## src/rtl/serial_adder.sv

```systemverilog
// serial_adder
//   Digit-serial adder/subtractor. An operation is accepted in IDLE, processed
//   DIGIT bits per cycle for STEPS = WIDTH/DIGIT cycles in RUN, and the result
//   is presented in DONE until the consumer takes it.
//
//   Handshakes: a transfer happens on a rising clk edge where valid and ready
//   are both high. in_ready is high only in IDLE and out_valid only in DONE;
//   once raised, out_valid and the result stay stable until out_ready is seen.
//
// Ports
//   clk        clock, all state changes on the rising edge
//   rst        asynchronous active-high reset
//   in_valid   operand request valid
//   in_ready   block accepts operands (state == IDLE)
//   a, b       operands, WIDTH bits
//   cin        carry in (add) / borrow in (sub)
//   sub        0: a+b+cin, 1: a-b-cin
//   out_valid  result valid (state == DONE)
//   out_ready  consumer accepts result
//   sum        registered result, WIDTH bits
//   cout       registered final carry (add) or NOT borrow (sub)
//   ovf        registered two's-complement overflow
//   busy       high in RUN or DONE
module serial_adder #(
    parameter int WIDTH = 16,
    parameter int DIGIT = 1
) (
    input  logic             clk,
    input  logic             rst,
    input  logic             in_valid,
    output logic             in_ready,
    input  logic [WIDTH-1:0] a,
    input  logic [WIDTH-1:0] b,
    input  logic             cin,
    input  logic             sub,
    output logic             out_valid,
    input  logic             out_ready,
    output logic [WIDTH-1:0] sum,
    output logic             cout,
    output logic             ovf,
    output logic             busy
);

    localparam int STEPS = WIDTH / DIGIT;
    localparam int CW    = (STEPS > 1) ? $clog2(STEPS) : 1;
    localparam logic [CW-1:0] LAST = CW'(STEPS - 1);

    generate
        if (WIDTH < 2 || DIGIT < 1 || DIGIT > WIDTH || (WIDTH % DIGIT) != 0) begin : g_bad_param
            $error("serial_adder: illegal WIDTH/DIGIT combination");
        end
    endgenerate

    typedef enum logic [1:0] {
        IDLE = 2'd0,
        RUN  = 2'd1,
        DONE = 2'd2
    } state_t;

    state_t          state;
    state_t          state_nx;
    logic [WIDTH-1:0] a_q;
    logic [WIDTH-1:0] b_q;
    logic             carry;
    logic [CW-1:0]    cnt;

    logic [DIGIT:0]   dsum;
    logic             msb_cin;
    logic [WIDTH-1:0] a_nx;
    logic             last_step;

    // ------------------------------------------------------------------
    // FSM
    // ------------------------------------------------------------------
    always_ff @(posedge clk or posedge rst) begin
        if (rst) begin
            state <= IDLE;
        end else begin
            state <= state_nx;
        end
    end

    assign last_step = (cnt == LAST);

    always_comb begin
        state_nx = state;
        case (state)
            IDLE:    if (in_valid) state_nx = RUN;
            RUN:     if (last_step) state_nx = DONE;
            DONE:    if (out_ready) state_nx = IDLE;
            default: state_nx = IDLE;
        endcase
    end

    assign in_ready  = (state == IDLE);
    assign out_valid = (state == DONE);
    assign busy      = (state != IDLE);

    // ------------------------------------------------------------------
    // Digit datapath
    // ------------------------------------------------------------------
    assign dsum = {1'b0, a_q[DIGIT-1:0]} + {1'b0, b_q[DIGIT-1:0]} + {{DIGIT{1'b0}}, carry};

    // Carry into the top bit of this digit; on the final step this is the
    // carry into the result MSB, needed for the overflow flag.
    assign msb_cin = dsum[DIGIT-1] ^ a_q[DIGIT-1] ^ b_q[DIGIT-1];

    // The a register doubles as the partial-sum shifter: as operand digits
    // leave at the bottom, result digits enter at the top, so after STEPS
    // shifts it holds the complete sum.
    generate
        if (DIGIT == WIDTH) begin : g_one_step
            assign a_nx = dsum[DIGIT-1:0];
        end else begin : g_multi_step
            assign a_nx = {dsum[DIGIT-1:0], a_q[WIDTH-1:DIGIT]};
        end
    endgenerate

    always_ff @(posedge clk or posedge rst) begin
        if (rst) begin
            a_q   <= '0;
            b_q   <= '0;
            carry <= 1'b0;
            cnt   <= '0;
            sum   <= '0;
            cout  <= 1'b0;
            ovf   <= 1'b0;
        end else if (state == IDLE) begin
            if (in_valid) begin
                // Subtraction as a + ~b + ~cin, i.e. a - b - cin.
                a_q   <= a;
                b_q   <= sub ? ~b : b;
                carry <= cin ^ sub;
                cnt   <= '0;
            end
        end else if (state == RUN) begin
            a_q   <= a_nx;
            b_q   <= b_q >> DIGIT;
            carry <= dsum[DIGIT];
            cnt   <= cnt + CW'(1);
            if (last_step) begin
                sum  <= a_nx;
                cout <= dsum[DIGIT];
                ovf  <= msb_cin ^ dsum[DIGIT];
            end
        end
    end

endmodule

```

## config.mk

```make
export PLATFORM = sky130hd
export DESIGN_NAME = serial_adder
export DESIGN_NICKNAME = d
export VERILOG_FILES = /design/src/rtl/serial_adder.sv
export SDC_FILE = /design/constraint.sdc
export NUM_CORES = 1
export LEC_CHECK = 0
export CAP_MARGIN = 5
export CORE_ASPECT_RATIO = 1.2
export CORE_UTILIZATION = 54
export DETAILED_ROUTE_END_ITERATION = 10
export GPL_TIMING_DRIVEN = 1
export HOLD_SLACK_MARGIN = 0.15
export MAX_ROUTING_LAYER = met4
export PLACE_DENSITY = 0.82
export SLEW_MARGIN = 10
export SYNTH_ARGS = -nofsm -noshare
export SYNTH_HDL_FRONTEND = slang
export SYNTH_SLANG_ARGS = --single-unit
```

## constraint.sdc

```tcl
create_clock -name clk -period 2.6 [get_ports clk]
set_input_delay 0.26 -clock clk [delete_from_list [all_inputs] [get_ports clk]]
set_output_delay 0.26 -clock clk [all_outputs]
set_load 0.01 [all_outputs]
```

Word-level counts from Yosys, hierarchy flattened
Cells that the tools add are included.

Output and inout port bits: 21. Register bits after elaboration: 57.

Mux-type cells: 17. Equality and inequality tests: 6. Add/sub/neg operators: 3. Bitwise operators: 6. Reductions and logical operators: 6.

Operators with widths (number): $mux W16 (7); $not A16 Y16 (1); $mux W4 (3); $mux W2 (3); $pmux W2 S3 (1); $reduce_and A3 Y1 (2); $add A4 B1 Y4 const B (1); $eq A4 B4 Y1 const B (1); $ne A2 B2 Y1 const B (2); $reduce_bool A2 Y1 (2); $xor A1 B1 Y1 (4); $mux W1 (3); $add A1 B1 Y2 (1); $add A2 B1 Y2 (1); $eq A2 B1 Y1 const B (1); $eq A2 B2 Y1 const B (1); $logic_not A2 Y1 (1); $ne A2 B1 Y1 const B (1); $reduce_and A2 Y1 (1); $not A1 Y1 (1).

Logic depth before layout (Yosys ltp)
Gate-level depths: netlist (run 1).

Depth after elaboration: 5. Depth in mapped cells: 5. Gate-level depth less buffers: 4.

Worst setup path after synthesis (run 1)
No wires, ideal clock.

Path kind: reg-to-reg. From: register a_q[0]. To: register ovf. Setup time: 0.125 ns. Stages on the path, launching flop included: 5. Clock period less this slack: 1.565 ns. Required time: 2.475 ns. Arrival: 1.441 ns. Slack: 1.035 ns. Cells stage by stage: dfrtp_1 fa_1 xnor2_1 xnor2_1 mux2_2.

Longest elaborated chain between the ends: 5.

Ends and longest elaborated chain: from (decl) (line 62) `logic [WIDTH-1:0] a_q;`; from (signal assigned) (line 137) `a_q <= a_nx;`; $add A1 B1 Y2 (line 102) `assign dsum = {1'b0, a_q[DIGIT-1:0]} + {1'b0, b_q[DIGIT-1:0]} + {{DIGIT{1'b0}}, carry};`; $add A2 B1 Y2 (line 102); named net dsum[0] (line 67) `logic [DIGIT:0] dsum;`; $xor A1 B1 Y1 (2 in series) (line 106) `assign msb_cin = dsum[DIGIT-1] ^ a_q[DIGIT-1] ^ b_q[DIGIT-1];`; $xor A1 B1 Y1 (line 144) `ovf <= msb_cin ^ dsum[DIGIT];`; to (signal assigned) (line 144); to (decl) (line 40) `output logic ovf,`.

The timed path passes the listed nets, and every way through them passes these cells. A chain may end at the register's enable or synchronous reset.

Worst setup path in the final report (run 1)
From: register state[0]. To: output port in_ready.

Longest elaborated chain between the ends: 1.

Ends and longest elaborated chain: from (decl) (line 60) `state_t state;`; from (signal assigned) (line 79) `state <= state_nx;`; $logic_not A2 Y1 (line 95) `assign in_ready = (state == IDLE);`; to (decl) (line 31) `output logic in_ready,`.

Every way passes these cells.

==> results by group, run 1 <==
Detailed routing
  – Post-DRT Antenna Nets: 0
  – First drt pass iteration count: 4
  – Drt wl/cell: 15.6 µm
  – DRT iter0 DRCs: 110
  – DRC violations left: 0
  – Vias per Instance: 5.57
  – Via count: 2105
  – Final WL: 5900 µm

Synth
  – Ys async rst share: 100%
  – Warnings, synthesis: 0
  – Post-synth top area share: 52.2%
  – Synth cell types: 27
  – Most frequent cell after synthesis: dfrtp_1
  – Cells after Synth: 255
  – Post-synth EDFFs: 0
  – Synth top area cells: dfrtp_1 52%, mux2_2 7.4%, a22oi_1 6.3%
  – Synthesized area: 2730 µm²
  – Synth area leader: dfrtp_1
  – Synthesized flop and latch total: 57
  – Commonest register cell after synthesis: dfrtp_1
  – Commonest cells post-synth: 57 x dfrtp_1, 34 x o21ai_0, 30 x nand2_1
  – Register area share after synthesis: 52.2%
  – Syn Nets: 295
  – Mean post-synth cell area: 10.7 µm²

Cells and area
  – Final Util: 72.5%
  – Non-Filler Instances: 378
  – Layout cells sized above 1: 14.5%
  – Fin nets: 353
  – Layout filler cell count: 370
  – Layout area overhead: 30.2%
  – Final Cell Area: 3560 µm²
  – Register area: 1430 µm²
  – Multi-input logic area: 1190 µm²
  – Ant diodes: 0

Setup path
  – R2R Setup Slk: 0.81 ns
  – Crit-path cells: buf_4, or2_2, inv_1, clkdlybuf4s50_1
  – R2r startpoint: state[0]
  – Bufs and invs on worst path: 3
  – Crit path DAT: 1.94 ns
  – End of the critical path: in_ready
  – CP Depth: 4
  – Slowest CP cell: clkdlybuf4s50_1
  – Crit-path max FO: 23
  – Slowest stage delay, CP: 0.53 ns
  – R2R depth: 4
  – Critical path class: reg2out
  – Worst Setup Start Kind: register
  – Critical path launch point: state[0]
  – Reg2reg end: b_q[0]
  – Worst Path Required: 2.34 ns
  – CP delay by family, top: buffers and inverters
  – Crit. End Element: output port

Floorplan
  – IO Count: 59
  – Core Region: 4900 µm²
  – Die Y: 79.9 µm
  – Die area: 5350 µm²
  – Rows: 28
  – Die width: 66.9 µm
  – Starting Density: 55.7%

Power
  – Peak supply drop: 0.640 mV
  – PwrDens: 1090 nW/µm²
  – Leakage: 1.57 nW

STA
  – Final Max Tran Viols: 0
  – Worst slew pin tran: 0.996 ns
  – Rel. slew slack: 33.6%
  – Highest clock rate: 0.454 GHz
  – Clk_skew: 0.00846 ns
  – Fin Setup TNS: 0 ns
  – Period minus WS final: 2.20 ns
  – Final Worst Setup Slack: 0.396 ns
  – Unrepaired setup endpoints after global routing: false
  – Final Hold Viols: 0
  – Fin crit share: 84.8%
  – Final setup viols: 0

Clocking
  – H-tree depth: 3
  – CTS Hold Bufs: 0
  – Clock slew at reported path FFs: 0.06 ns
  – TritonCTS clock tree: built
  – Clk_lat worst skew: 0.33 ns
  – Root Buffer Master: clkbuf_8
  – Post-CTS Setup Bufs: 0
  – Clk buf depth: 2
  – CTS resizes: 0
  – Total CTS buffers: 9
  – Clock sink count: 57

Placement
  – Place WS: 0.610 ns
  – Gpl congestion: 0.756
  – Port Buffer Count: 58
  – Placed insts: 362
  – DP HPWL: 3980 µm
  – Post-DP Area: 3360 µm²

GRT
  – GRT overflow: 0
  – Initial antenna violation count: 0
  – Total Routing Usage GR: 26.1%
  – Vias in the first global route: 2155
  – Largest net degree at the start of global routing: 34
  – Global-route wire length before repair: 9980 µm

Run
  – Total of max-cap violations: 0

Hold path
  – HP Class: in2async

Run status
  – Status: complete, no violations
layout make-up:
class | instances | area share [%]
Clock buffer | 14 | 5.14
Clock inverter | 2 | 0.281
Inverter | 3 | 0.317
Multi-Input combinational cell | 175 | 33.5
Sequential cell | 57 | 40.1
Tap cell | 60 | 2.11
Timing Repair Buffer | 67 | 18.6
registers in the layout, summed over array words and instances, names as in the netlist:
register / flops
a_q: 16
ovf: 1
b_q: 16
cnt: 4
sum: 16
cout: 1
state: 2
carry: 1
per-layer routing:
layer  GRT usage, %  vias up  wire length (µm)
met4           12.1        0               121
met5              -        -                 0
met2           42.3       56              3060
li1               -     1009                 -
met3           4.43       11               208
met1           31.6     1029              2510
kinds of logic after synthesis:
group / Yosys count / synth area share (%)
AO/OA/AOI/OAI: 78 / 17.1
adder cells (fa/ha/maj): 2 / 1.19
XOR/XNOR: 20 / 6.41
buffers and inverters: 23 / 4.31
multiplexers: 19 / 7.79
AND/OR/NAND/NOR: 56 / 10.9
flip-flops: 57 / 52.2
stage by stage:
step	hold WS (ns)	total power, mW
6_report	0.290	3.87
5_1_grt	0.360	4.15
4_1_cts	0.304	3.90
3_5_place_dp	0.476	3.10
3_3_place_gp	0.463	3.03
2_1_floorplan	0.414	2.49
cells in the final DEF (no fill, tap or decap), types with 10 or more instances in the layout:
| cell | netlist | final |
|---|---|---|
| clkbuf_8 | 0 | 13 |
| nand2_1 | 30 | 30 |
| clkdlybuf4s50_1 | 0 | 58 |
| nor2b_1 | 10 | 10 |
| o21ai_0 | 34 | 34 |
| xor2_1 | 18 | 18 |
| a21oi_1 | 15 | 15 |
| a22oi_1 | 23 | 23 |
| mux2_2 | 18 | 18 |
| dfrtp_1 | 57 | 57 |
worst min path at each step:
stage,from,to,cells past startpoint
after detailed placement,b_q[7],b_q[7],2
after global routing,rst,ovf,2
after floorplan,out_ready,state[1],2
final,rst,b_q[8],2
after global placement,b_q[2],b_q[2],2
after CTS,rst,ovf,2
report_power, final:
| part | leakage (nW) | total, mW | switching (mW) | internal, mW |
|---|---|---|---|---|
| sequential | 0.731 | 1.54 | 0.274 | 1.27 |
| combinational | 0.740 | 1.54 | 0.727 | 0.817 |
| clock | 0.102 | 0.785 | 0.338 | 0.447 |
| total | 1.57 | 3.87 | 1.34 | 2.53 |
No activity file was read; power rests on OpenSTA's default activity.
==> run 2: changes to the inputs <==
--- a/config.mk
+++ b/config.mk
@@ -7,12 +7,12 @@
 export LEC_CHECK = 0
 export CAP_MARGIN = 5
 export CORE_ASPECT_RATIO = 1.2
-export CORE_UTILIZATION = 54
+export CORE_UTILIZATION = 46
 export DETAILED_ROUTE_END_ITERATION = 10
 export GPL_TIMING_DRIVEN = 1
 export HOLD_SLACK_MARGIN = 0.15
 export MAX_ROUTING_LAYER = met4
-export PLACE_DENSITY = 0.82
+export PLACE_DENSITY = 0.74
 export SLEW_MARGIN = 10
 export SYNTH_ARGS = -nofsm -noshare
 export SYNTH_HDL_FRONTEND = slang
==> constraint.sdc (replaced) <==
create_clock -name clk -period 1.8 [get_ports clk]
set_input_delay 0.18 -clock clk [delete_from_list [all_inputs] [get_ports clk]]
set_output_delay 0.18 -clock clk [all_outputs]
set_load 0.01 [all_outputs]
==> results by group, run 2 (synthesis results as in run 1) <==
STA
  – Final Worst Setup Slack: 0.0585 ns
  – Final Hold Viols: 0
  – Period minus WS final: 1.74 ns
  – Highest clock rate: 0.574 GHz
  – Unrepaired setup endpoints after global routing: false
  – Clk_skew: 0.00788 ns
  – Hold WS: 0.192 ns
  – Final Max Tran Viols: 0
  – Fin Setup TNS: 0 ns
  – Worst slew pin tran: 0.507 ns
  – Fin crit share: 96.8%
  – Rel. slew slack: 66.1%
  – Final setup viols: 0

Clocking
  – Total CTS buffers: 9
  – TritonCTS clock tree: built
  – Clock slew at reported path FFs: 0.07 ns
  – H-tree depth: 3
  – Clk_lat worst skew: 0.34 ns
  – Clock sink count: 57
  – Clk buf depth: 2
  – Root Buffer Master: clkbuf_8

GRT
  – Vias in the first global route: 2129
  – Total Routing Usage GR: 22.6%
  – Largest net degree at the start of global routing: 36
  – GRT overflow: 0
  – Initial antenna violation count: 0
  – Global-route wire length before repair: 10300 µm

Setup path
  – Reg2reg end: ovf
  – R2R Setup Slk: 0.16 ns
  – Worst Path Required: 1.62 ns
  – R2r startpoint: a_q[0]
  – Critical path class: reg2out
  – Critical path launch point: state[1]
  – Worst Setup Start Kind: register
  – Crit path DAT: 1.56 ns
  – End of the critical path: out_valid
  – Slowest stage delay, CP: 0.56 ns
  – Crit-path max FO: 5
  – Crit. End Element: output port
  – Slowest CP cell: clkdlybuf4s50_1
  – Crit-path cells: nor2b_2, clkdlybuf4s50_1
  – R2R depth: 4

Placement
  – Placed insts: 389
  – Post-DP Area: 3470 µm²
  – Port Buffer Count: 58
  – Place WS: 0.172 ns
  – DP HPWL: 4130 µm
  – Gpl congestion: 0.774

Cells and area
  – Multi-input logic area: 1190 µm²
  – Register area: 1430 µm²
  – Layout area overhead: 35.3%
  – Ant diodes: 0
  – Final Util: 64.8%
  – Largest registers: a_q x16, b_q x16, sum x16
  – Fin nets: 362
  – Final Cell Area: 3700 µm²
  – Most frequent cells in the layout: 56 x dfrtp_1, 56 x clkdlybuf4s50_1, 34 x o21ai_0
  – Layout cells sized above 1: 17.7%
  – Layout filler cell count: 478
  – Non-Filler Instances: 407

Power
  – Int Power: 3.89 mW
  – Clock share of power: 21.8%
  – Leakage: 1.64 nW
  – Logic pwr share: 40.2%
  – Tot Pwr: 5.85 mW
  – PwrDens: 1580 nW/µm²
  – Total net switching power: 1.96 mW
  – Peak supply drop: 0.723 mV
  – Sequential share of power: 38.0%
  – Sw Ratio: 33.5%

Floorplan
  – Die area: 6250 µm²
  – Die width: 72.3 µm
  – IO Count: 59
  – Starting Density: 47.9%
  – Die Y: 86.4 µm
  – Rows: 30
  – Core Region: 5710 µm²

Detailed routing
  – Via count: 2177
  – DRT iter0 DRCs: 138
  – Final WL: 5970 µm
  – DRC violations left: 0
  – Vias per Instance: 5.35
  – Drt wl/cell: 14.7 µm
  – Post-DRT Antenna Nets: 0
  – First drt pass iteration count: 4

Run status
  – Status: complete, no violations

Hold path
  – HP Class: in2async

Run
  – Total of max-cap violations: 0
run 2: cell types whose count changed in the layout (fill, tap and decap cells not counted), moves of 2 or more:
| cell | previous run | this run |
|---|---|---|
| buf_12 | 1 | 3 |
| buf_4 | 8 | 15 |
| bufinv_16 | 0 | 2 |
| clkbuf_8 | 13 | 9 |
| clkdlybuf4s50_1 | 58 | 56 |
| clkinv_2 | 2 | 5 |
run 2: final cells by class:
cell class,instances,area share (%)
inverter,3,0.305
timing repair buffer,76,20.4
sequential,57,38.6
tap,80,2.71
multi-input combinational,175,32.3
clock buffer,9,3.35
clock inverter,7,2.30
run 2: worst min path at each step:
stage,endpoint,slack (ns),cells after the start
after floorplan,state[1],0.33,2
after global placement,b_q[3],0.47,2
after detailed placement,b_q[3],0.47,2
after CTS,ovf,0.19,3
after global routing,ovf,0.23,3
final,ovf,0.19,3
run 2: critical path, delay by kind of cell (launching register included):
family,cells,cell delay [ns]
buffers and inverters,1,0.56
AND/OR/NAND/NOR,1,0.23
flip-flops,1,0.42
run 2: metal layers:
metal / global-route usage (%) / up-vias / share of wire, %
met5: - / - / 0
met4: 11.2 / 0 / 2.9
met3: 5.00 / 14 / 5.5
met2: 34.1 / 82 / 48
met1: 28.7 / 1057 / 43
li1: - / 1024 / -
run 2: power by group through the flow:
stage | Combinational, mW | Sequential, mW | Clock (mW)
after floorplan | 1.37 | 2.22 | 0
after global placement | 2.26 | 2.23 | 0
after detailed placement | 2.34 | 2.24 | 0
after CTS | 2.37 | 2.22 | 1.30
after global routing | 2.59 | 2.30 | 1.36
final | 2.35 | 2.22 | 1.28
run 2: what timing repair did:
| item | 4_1_cts | 5_1_grt |
|---|---|---|
| endpoints found under the hold margin | 0 | 0 |
| gates resized for setup | 3 | 1 |
| buffers inserted | 2 | 0 |
| endpoints found under the setup margin | 3 | 1 |
| pin swaps | 0 | 0 |
| hold buffers | 0 | 0 |
